**config.mk**
```make
export PLATFORM = sky130hd
export DESIGN_NAME = spi_master_arbiter_flat
export DESIGN_NICKNAME = d
export VERILOG_FILES = /design/src/rtl/spi_master_arbiter_if.sv /design/src/rtl/spi_master_arbiter.sv /design/src/flat_wrapper.sv
export SDC_FILE = /design/constraint.sdc
export NUM_CORES = 1
export LEC_CHECK = 0
export ABC_AREA = 1
export CAP_MARGIN = 30
export CORE_MARGIN = 5
export CORE_UTILIZATION = 53
export CTS_BUF_LIST = sky130_fd_sc_hd__clkbuf_8
export DETAILED_ROUTE_END_ITERATION = 8
export PLACE_DENSITY = 0.91
export SLEW_MARGIN = 20
export SYNTH_ARGS = -nofsm -noshare
export SYNTH_HDL_FRONTEND = slang
export SYNTH_SLANG_ARGS = --single-unit
```
**constraint.sdc**
```tcl
create_clock -name clk -period 1.9 [get_ports clk]
set_input_delay 0.19 -clock clk [delete_from_list [all_inputs] [get_ports clk]]
set_output_delay 0.19 -clock clk [all_outputs]
set_load 0.005 [all_outputs]
```
**src/rtl/spi_master_arbiter_if.sv**
```systemverilog
// Client-side bundle of spi_master_arbiter: requests, per-requester tx bytes, grant and completion.
interface spi_master_arbiter_if #(
    parameter int NUM_REQ = 2
);
    logic [NUM_REQ-1:0]   req;
    logic [8*NUM_REQ-1:0] tx_data;
    logic                 cpol;
    logic                 cpha;
    logic [NUM_REQ-1:0]   gnt;
    logic                 done;
    logic [7:0]           rx_data;
    logic                 busy;

    modport master (output req, tx_data, cpol, cpha, input gnt, done, rx_data, busy);
    modport slave  (input req, tx_data, cpol, cpha, output gnt, done, rx_data, busy);
endinterface

```
**src/rtl/spi_master_arbiter.sv**
```systemverilog
// Arbitrated SPI master: NUM_REQ clients share one SPI bus, one full-duplex byte per grant, all cpol/cpha modes.
// Round-robin by default; define SPI_ARB_FIXED_PRIO_EN for fixed priority with req[0] highest.
module spi_master_arbiter #(
    parameter int NUM_REQ = 2,
    parameter int CLK_DIV = 4
) (
    input  logic                clk,
    input  logic                reset,
    spi_master_arbiter_if.slave bus,
    output logic                sclk,
    output logic                cs,
    output logic                mosi,
    input  logic                miso
);
    localparam int IW = (NUM_REQ > 1) ? $clog2(NUM_REQ) : 1;
    localparam int DW = $clog2(CLK_DIV);
    localparam logic [DW-1:0] DIV_LAST = DW'(CLK_DIV - 1);

    typedef enum logic [2:0] {IDLE, SETUP, XFER, HOLD, GAP} state_t;
    state_t state, state_nxt;

    logic [DW-1:0]      div_cnt;
    logic [3:0]         half_cnt;
    logic [3:0]         edge_idx;
    logic               div_last;
    logic               edge_en;
    logic               sample_en;
    logic               shift_en;
    logic               cpol_q;
    logic               cpha_q;
    logic               sclk_q;
    logic [7:0]         tx_sr;
    logic [7:0]         rx_sr;
    logic [7:0]         rx_q;
    logic [7:0]         tx_sel;
    logic [NUM_REQ-1:0] gnt_q;
    logic               done_q;
    logic               busy_c;
    logic               miso_meta;
    logic               miso_sync;
    logic [IW-1:0]      win;
`ifndef SPI_ARB_FIXED_PRIO_EN
    logic [IW-1:0]      last;
`endif

    // Lowest set index wins; round-robin then overrides with the lowest set index above `last`.
    always_comb begin
        win    = '0;
        tx_sel = '0;
        for (int k = NUM_REQ - 1; k >= 0; k--)
            if (bus.req[k]) win = IW'(k);
`ifndef SPI_ARB_FIXED_PRIO_EN
        for (int k = NUM_REQ - 1; k >= 0; k--)
            if (bus.req[k] && (IW'(k) > last)) win = IW'(k);
`endif
        for (int k = 0; k < NUM_REQ; k++)
            if (IW'(k) == win) tx_sel = bus.tx_data[8*k +: 8];
    end

    // edge_idx numbers the 16 sclk edges; even = leading, odd = trailing.
    assign div_last  = (div_cnt == DIV_LAST);
    assign edge_en   = div_last && ((state == SETUP) || ((state == XFER) && (half_cnt != 4'd15)));
    assign edge_idx  = (state == SETUP) ? 4'd0 : half_cnt + 4'd1;
    assign sample_en = edge_en && (~edge_idx[0] ^ cpha_q);
    assign shift_en  = edge_en && !(~edge_idx[0] ^ cpha_q) &&
                       (cpha_q ? (edge_idx != 4'd0) : (edge_idx != 4'd15));

    // NOTE: sequential state uses non-blocking assignments so every register samples pre-edge values.
    always_ff @(posedge clk or posedge reset) begin
        if (reset) state <= IDLE;
        else       state <= state_nxt;
    end

    // NOTE: every output of this block gets a default first, so no path can infer a latch.
    always_comb begin
        state_nxt = state;
        cs        = 1'b1;
        busy_c    = 1'b1;
        case (state)
            IDLE: begin
                busy_c = 1'b0;
                if (|bus.req) state_nxt = SETUP;
            end
            SETUP: begin
                cs = 1'b0;
                if (div_last) state_nxt = XFER;
            end
            XFER: begin
                cs = 1'b0;
                if (div_last && (half_cnt == 4'd15)) state_nxt = HOLD;
            end
            HOLD: begin
                cs = 1'b0;
                if (div_last) state_nxt = GAP;
            end
            GAP: begin
                if (div_last) state_nxt = IDLE;
            end
            default: state_nxt = IDLE;
        endcase
    end

    always_ff @(posedge clk or posedge reset) begin
        if (reset) begin
            div_cnt   <= '0;
            half_cnt  <= '0;
            sclk_q    <= 1'b0;
            cpol_q    <= 1'b0;
            cpha_q    <= 1'b0;
            tx_sr     <= '0;
            rx_sr     <= '0;
            rx_q      <= '0;
            gnt_q     <= '0;
            done_q    <= 1'b0;
            miso_meta <= 1'b0;
            miso_sync <= 1'b0;
`ifndef SPI_ARB_FIXED_PRIO_EN
            last      <= IW'(NUM_REQ - 1);
`endif
        end else begin
            miso_meta <= miso;
            miso_sync <= miso_meta;
            done_q    <= 1'b0;
            div_cnt   <= ((state == IDLE) || div_last) ? '0 : div_cnt + 1'b1;
            if (edge_en) begin
                half_cnt <= edge_idx;
                sclk_q   <= ~sclk_q;
            end
            if (sample_en) rx_sr <= {rx_sr[6:0], miso_sync};
            if (shift_en)  tx_sr <= {tx_sr[6:0], 1'b0};
            case (state)
                IDLE: begin
                    sclk_q <= bus.cpol;
                    if (|bus.req) begin
                        gnt_q  <= NUM_REQ'(1) << win;
                        tx_sr  <= tx_sel;
                        cpol_q <= bus.cpol;
                        cpha_q <= bus.cpha;
`ifndef SPI_ARB_FIXED_PRIO_EN
                        last   <= win;
`endif
                    end
                end
                HOLD: begin
                    if (div_last) begin
                        done_q <= 1'b1;
                        rx_q   <= rx_sr;
                    end
                end
                GAP: begin
                    if (div_cnt == '0) gnt_q <= '0;
                end
                default: ;
            endcase
        end
    end

    assign sclk        = sclk_q;
    assign mosi        = ~cs & tx_sr[7];
    assign bus.gnt     = gnt_q;
    assign bus.done    = done_q;
    assign bus.rx_data = rx_q;
    assign bus.busy    = busy_c;
endmodule
```
**src/flat_wrapper.sv**
```systemverilog
// flat-port wrapper written by rule: the top's interface ports become plain ports
module spi_master_arbiter_flat 
#(
    parameter int NUM_REQ = 2,
    parameter int CLK_DIV = 4
)
  (clk, reset, sclk, cs, mosi, miso, bus_req, bus_tx_data, bus_cpol, bus_cpha, bus_gnt, bus_done, bus_rx_data, bus_busy);
  spi_master_arbiter_if #(.NUM_REQ(NUM_REQ)) bus_i ();
  input  logic clk;
  input  logic reset;
  output logic sclk;
  output logic cs;
  output logic mosi;
  input  logic miso;
  input wire logic [$bits(bus_i.req)-1:0] bus_req;
  input wire logic [$bits(bus_i.tx_data)-1:0] bus_tx_data;
  input wire logic [$bits(bus_i.cpol)-1:0] bus_cpol;
  input wire logic [$bits(bus_i.cpha)-1:0] bus_cpha;
  output wire logic [$bits(bus_i.gnt)-1:0] bus_gnt;
  output wire logic [$bits(bus_i.done)-1:0] bus_done;
  output wire logic [$bits(bus_i.rx_data)-1:0] bus_rx_data;
  output wire logic [$bits(bus_i.busy)-1:0] bus_busy;
  assign bus_i.req = bus_req;
  assign bus_i.tx_data = bus_tx_data;
  assign bus_i.cpol = bus_cpol;
  assign bus_i.cpha = bus_cpha;
  assign bus_gnt = bus_i.gnt;
  assign bus_done = bus_i.done;
  assign bus_rx_data = bus_i.rx_data;
  assign bus_busy = bus_i.busy;
  spi_master_arbiter #(.NUM_REQ(NUM_REQ), .CLK_DIV(CLK_DIV)) u_core (.clk(clk), .reset(reset), .bus(bus_i), .sclk(sclk), .cs(cs), .mosi(mosi), .miso(miso));
endmodule
```
==> out/metrics.cfg, run 1 <==
[critical_path]
cp_max_fo = 6
path_cells = nor2_2 > nand2_1 > clkdlybuf4s50_1
crit_arrival_ps = 1620
slowest_delay_ps = 500
critPathKind = flop to primary output
cp-end-kind = primary output
slowest_stage = clkdlybuf4s50_1
required_ps = 1710
worstSetupStartpointType = flop

[timing]
min_period_ps = 1810
maxSlewViolCount = 0
fmax_mhz = 553
hold_ws_ps = 318
setup_ws_ps = 91.1
setup_tns_ps = 0
worst_pin_slew_ps = 511
rsz0062_at_grt = yes
finalCritPeriodShare_pct = 95.2
timing.slew.headroom_pct = 65.9
setup_viol = 0
fin_skew_ps = 5.61
hold_viol = 0

[drt]
totalWireLength_mm = 4.46
drc_errors = 0
first_pass_iters = 4
avgRoutedWirePerCell_microns = 13.3
vias = 1714
drt_iter0_markers = 180
ant_nets = 0
routed_via_density = 5.13

[pwr]
p_total_mw = 3.56
power.leakage_nw = 1.30
peakVddDrop_mv = 0.854
power_density_nw_per_um2 = 1360

[global_route]
antenna_found_initial = 0
grt_max_degree = 42
grt_pass1_wl_mm = 7.59
grt.total_usage_pct = 18.6
grt_overflow = 0
grt_pass1_vias = 1690

[clocking]
clkTransAtPathRegs_ps = 80
cts_made_buffers = 5
clock-sinks = 41
cts_tree = built
clock_path_buffers = 2
root_buffer = clkbuf_8
clk_latency_ps = 300
htree_levels = 2

[synth]
synthTopCellsByArea = dfrtp_1, nand2_1, o21ai_0
post-synth-top-count-cell = nand2_1
yosys.cell_types.count = 25
synth_nets = 267
ys_warn_count = 0
yosysTopAreaCell = dfrtp_1
synth-seq-cells = 41
async_reset_ff_share_pct = 100
syn_inst = 241
synthFlopType = dfrtp_1
synth_top_area_share_pct = 48.3
ys_seq_area_share_pct = 49.6
synth_commonest_cells = nand2_1, dfrtp_1, inv_1
netlist_area_sq_um = 2070
synth_edf_count = 0
syn_area_per_cell_sq_um = 8.59

[layout]
utilization_pct = 70.7
nFillCells = 271
drive_gt1_share_pct = 14.7
syn2layout_area_growth_pct = 26.9
antenna_cells = 0
final_cells = 334
nNetsFinal = 311
regArea_sq_um = 1030
multiInputGateArea_sq_um = 887
stdcell_area_sq_um = 2630

[floorplan]
core_sq_um = 3720
initial_core_util_pct = 55.7
die_w_microns = 72.5
fp-row-count = 22
ios = 38
die-area_sq_um = 5260
die_height_microns = 72.5

[placement]
port_buffers = 37
hpwl_mm = 3.14
placed_area_sq_um = 2470
dp_worst_setup_slack_ps = 172
dp.cells = 323
gp_congestion = 0.825

[job]
maxCapViolations = 0

[run_status]
status = finished, final reports clean

[min_path]
min_path_type = input pin to asynchronous set/reset pin

## layout by cell type (no fill, tap or decap)
master and instances:
nand2_1 59, dfrtp_1 40, clkdlybuf4s50_1 36, inv_1 30, o21ai_0 26, nor2_1 20
nand3_1 13, nand4_1 8, o21ai_2 7, nand3_2 6, clkbuf_8 5, nor2_2 4
nand2_4 4, buf_4 4, inv_2 3, nor3_1 3, ha_1 3, a21oi_2 2
a21oi_1 2, nand3_4 2, nor2_8 1, and3_1 1, or2_1 1, a31oi_1 1
bufinv_16 1, clkinv_4 1, dlymetal6s2s_1 1, buf_12 1, dfstp_2 1
## state kept, by name (all words and copies together) (netlist names), 2 cells and up
signal and flops:
u_core.tx_sr 8, u_core.bus.rx_data 8, u_core.state 3, u_core.div_cnt 2
u_core.half_cnt 4, u_core.rx_sr 8, u_core.bus.gnt 2
## timing repair
action / in CTS / in global routing
hold buffers: 0 / 0
pin swaps: 0 / 1
gates resized for setup: 1 / 2
endpoints found under the setup margin: 1 / 9
hold endpoints to repair: 0 / 0
buffers inserted: 1 / 2
## logic make-up after synthesis
group	share of synthesized area, %
simple gates	30.0
flops	49.6
compound gates	10.7
buf+inv	7.85
fa+ha+maj	1.81
## report_power, final
| part | internal, mW | total, mW | switching (mW) |
|---|---|---|---|
| sequential | 1.13 | 1.29 | 0.155 |
| combinational | 0.647 | 1.58 | 0.932 |
| clock | 0.389 | 0.697 | 0.308 |
## final timing paths
check	startpoint	end	slack, ps	cells after the start
min in group clk	miso	u_core.miso_meta	330	1
max in group asynchronous	reset	u_core.last	1210	3
worst max register to register	u_core.half_cnt[0]	u_core.tx_sr[1]	120	9
worst min-delay path	reset	u_core.miso_meta	320	3
worst max-delay path	u_core.state[0]	bus_busy	90	3
worst min register to register	u_core.miso_meta	u_core.miso_sync	360	0
## per-layer routing
metal | vias up | GRT usage, % | wire length (microns)
met5 | - | 0 | 0
met4 | 0 | 7.17 | 80
met3 | 7 | 3.74 | 228
met2 | 51 | 31.2 | 2310
met1 | 790 | 23.6 | 1830
li1 | 866 | - | -
## area by class of cell
| type | count | area share (%) |
|---|---|---|
| Tap cell | 48 | 2.28 |
| Inverter | 32 | 4.57 |
| Timing Repair Buffer | 42 | 16.1 |
| Multi-Input combinational cell | 163 | 33.7 |
| Clock inverter | 3 | 1.62 |
| Clock buffer | 5 | 2.62 |
| Sequential cell | 41 | 39.1 |
## critical path, delay by kind of cell (launching register included)
family,cells,cell delay (ps)
buffers and inverters,1,500
DFF,1,420
and+or+nand+nor,2,400
Power figures use the tool's default switching activity.
==> run 2, diff against run 1 <==
--- a/config.mk
+++ b/config.mk
@@ -8,11 +8,12 @@
 export ABC_AREA = 1
 export CAP_MARGIN = 30
 export CORE_MARGIN = 5
-export CORE_UTILIZATION = 53
+export CORE_UTILIZATION = 45
 export CTS_BUF_LIST = sky130_fd_sc_hd__clkbuf_8
 export DETAILED_ROUTE_END_ITERATION = 8
-export PLACE_DENSITY = 0.91
+export PLACE_DENSITY = 0.8
 export SLEW_MARGIN = 20
 export SYNTH_ARGS = -nofsm -noshare
 export SYNTH_HDL_FRONTEND = slang
 export SYNTH_SLANG_ARGS = --single-unit
+export TNS_END_PERCENT = 20
==> run 2 against run 1 <==
Hold slack worse by 6.3 ps. Sequential power hardly changed. Clock power is 0.9% higher. Routed wire length is 10% lower. Largest power group unchanged.
==> out/metrics.cfg, run 2 (synthesis results as in run 1) <==
[run_status]
status = finished, final reports clean

[timing]
maxSlewViolCount = 0  ; unchanged
setup_tns_ps = 0  ; unchanged
timing.slew.headroom_pct = 66.4  ; +0.48 points
setup_viol = 0  ; unchanged
min_period_ps = 1800  ; -12.0 ps
worst_pin_slew_ps = 504  ; -7.18 ps
hold_viol = 0  ; unchanged
rsz0062_at_grt = no
finalCritPeriodShare_pct = 94.6  ; -0.63 points
fmax_mhz = 557  ; +0.67%
fin_skew_ps = 3.59  ; -2.03 ps

[pwr]
clockPowerShare_pct = 20.3  ; +0.8 points
swShare_pct = 38.4  ; -0.73 points
power_frac_comb_pct = 42.8  ; -1.5 points
power.leakage_nw = 1.28  ; -1.2%
p_int_mw = 2.13  ; -1.6%
peakVddDrop_mv = 0.607  ; -29%
power_density_nw_per_um2 = 1320  ; -2.4%
p_sw_mw = 1.33  ; -4.6%
pwr-share-seq_pct = 36.9  ; +0.8 points

[job]
maxCapViolations = 0  ; unchanged

[drt]
routed_via_density = 4.90  ; -4.5%
first_pass_iters = 4  ; unchanged
avgRoutedWirePerCell_microns = 11.9  ; -11%
vias = 1651  ; -3.7%
drt_iter0_markers = 117  ; -35%
totalWireLength_mm = 4.00  ; -10%
ant_nets = 0  ; unchanged
drc_errors = 0  ; unchanged

[critical_path]
critPathKind = flop to primary output
path_cells = nor2_2 > nand2_1 > clkdlybuf4s50_1
crit_arrival_ps = 1610  ; about the same
timing.rr.end = u_core.tx_sr[1]
cp-end-kind = primary output
required_ps = 1710  ; about the same
slowest_stage = clkdlybuf4s50_1
reg2reg_from = u_core.half_cnt[0]
reg2reg_depth = 10  ; +1
reg2reg_slack_ps = 160  ; +40 ps
cp_max_fo = 6  ; unchanged
slowest_delay_ps = 490  ; about the same
worstSetupStartpointType = flop

[clocking]
clk_latency_ps = 300  ; about the same
hold_buffers = 0  ; unchanged
cts_tree = built
cts_made_buffers = 5  ; unchanged
clkTransAtPathRegs_ps = 80  ; about the same
htree_levels = 2  ; unchanged
clock-sinks = 41  ; unchanged
root_buffer = clkbuf_8
clock_path_buffers = 2  ; unchanged

[placement]
port_buffers = 37  ; unchanged
hpwl_mm = 2.93  ; -6.9%
dp.cells = 327  ; +1.2%
gp_congestion = 0.801  ; -3.0%

[floorplan]
die_w_microns = 77.8  ; +7.4%
fp-row-count = 24  ; +9.1%
die_height_microns = 77.8  ; +7.4%
core_sq_um = 4410  ; +19%
initial_core_util_pct = 46.9  ; -8.8 points
die-area_sq_um = 6060  ; +15%
ios = 38  ; unchanged

[layout]
final_common_cell = nand2_1
layout.cells.most_common_list = nand2_1, dfrtp_1, clkdlybuf4s50_1
final_cells = 337  ; +0.90%
syn2layout_area_growth_pct = 26.4
drive_gt1_share_pct = 14.7  ; +0.052 points
utilization_pct = 59.3  ; -11 points
nNetsFinal = 310  ; -0.32%
nFillCells = 383  ; +41%
antenna_cells = 0  ; unchanged

[global_route]
grt_max_degree = 42  ; unchanged
grt_pass1_vias = 1594  ; -5.7%
grt_overflow = 0  ; unchanged
antenna_found_initial = 0  ; unchanged
grt_pass1_wl_mm = 6.91  ; -9.0%
grt.total_usage_pct = 14.1  ; -4.5 points

[min_path]
min_path_type = input pin to asynchronous set/reset pin

[run 2: routing by layer]
layer	vias up	part of all wire, %	GRT usage, %
met5	-	0	0
met4	0	1.8	5.15
met3	6	4.8	4.28
met2	33	46	22.4
met1	753	47	18.2
li1	859	-	-
[run 2: critical path, delay by kind of cell, from the launching register on]
| kind | cells | cell delay, ps |
|---|---|---|
| simple gates | 2 | 400 |
| buf+inv | 1 | 490 |
| flops | 1 | 420 |
[run 2: repair_timing]
item | 4_1_cts | 5_1_grt
setup endpoints to repair | 0 | 9
gates resized for setup | 0 | 3
buffers inserted | 0 | 2
[run 2: area by class of cell]
class	count	area, sq um	share of cell area [%]
Sequential cell	41	1030	39.2
Clock buffer	5	68.8	2.63
Inverter	32	120	4.59
Multi-Input combinational cell	163	887	33.9
Tap cell	52	65.1	2.49
Timing Repair Buffer	41	403	15.4
Clock inverter	3	46.3	1.77
[run 2: per-stage QoR]
| step | worst slack [ps] | hold slack (ps) | power, mW | cell area, sq um |
|---|---|---|---|---|
| final | 103 | 312 | 3.46 | 2620 |
| after global routing | 0.193 | 300 | 3.76 | 2620 |
| after CTS | 17.6 | 317 | 3.47 | 2590 |
| after detailed placement | 188 | 336 | 2.75 | 2480 |
| after global placement | 254 | 333 | 2.70 | 2480 |
| after floorplan | 359 | 221 | 2.32 | 2070 |
[run 2: how the worst max path moves through the flow]
stage	start	to	slack, ps
after CTS	u_core.state[0]	mosi	20
after detailed placement	u_core.half_cnt[0]	u_core.tx_sr[1]	190
final	u_core.state[0]	bus_busy	100
after global placement	u_core.half_cnt[0]	u_core.tx_sr[0]	250
after floorplan	u_core.half_cnt[0]	u_core.tx_sr[1]	360
after global routing	u_core.state[2]	bus_busy	0.2
[run 2: power groups by stage]
stage / registers [mW] / clock network, mW / logic (mW)
floorplan: 1.27 / 0 / 1.05
global placement: 1.28 / 0 / 1.42
detailed placement: 1.30 / 0 / 1.45
CTS: 1.28 / 0.725 / 1.46
global route: 1.31 / 0.760 / 1.70
finish: 1.28 / 0.703 / 1.48
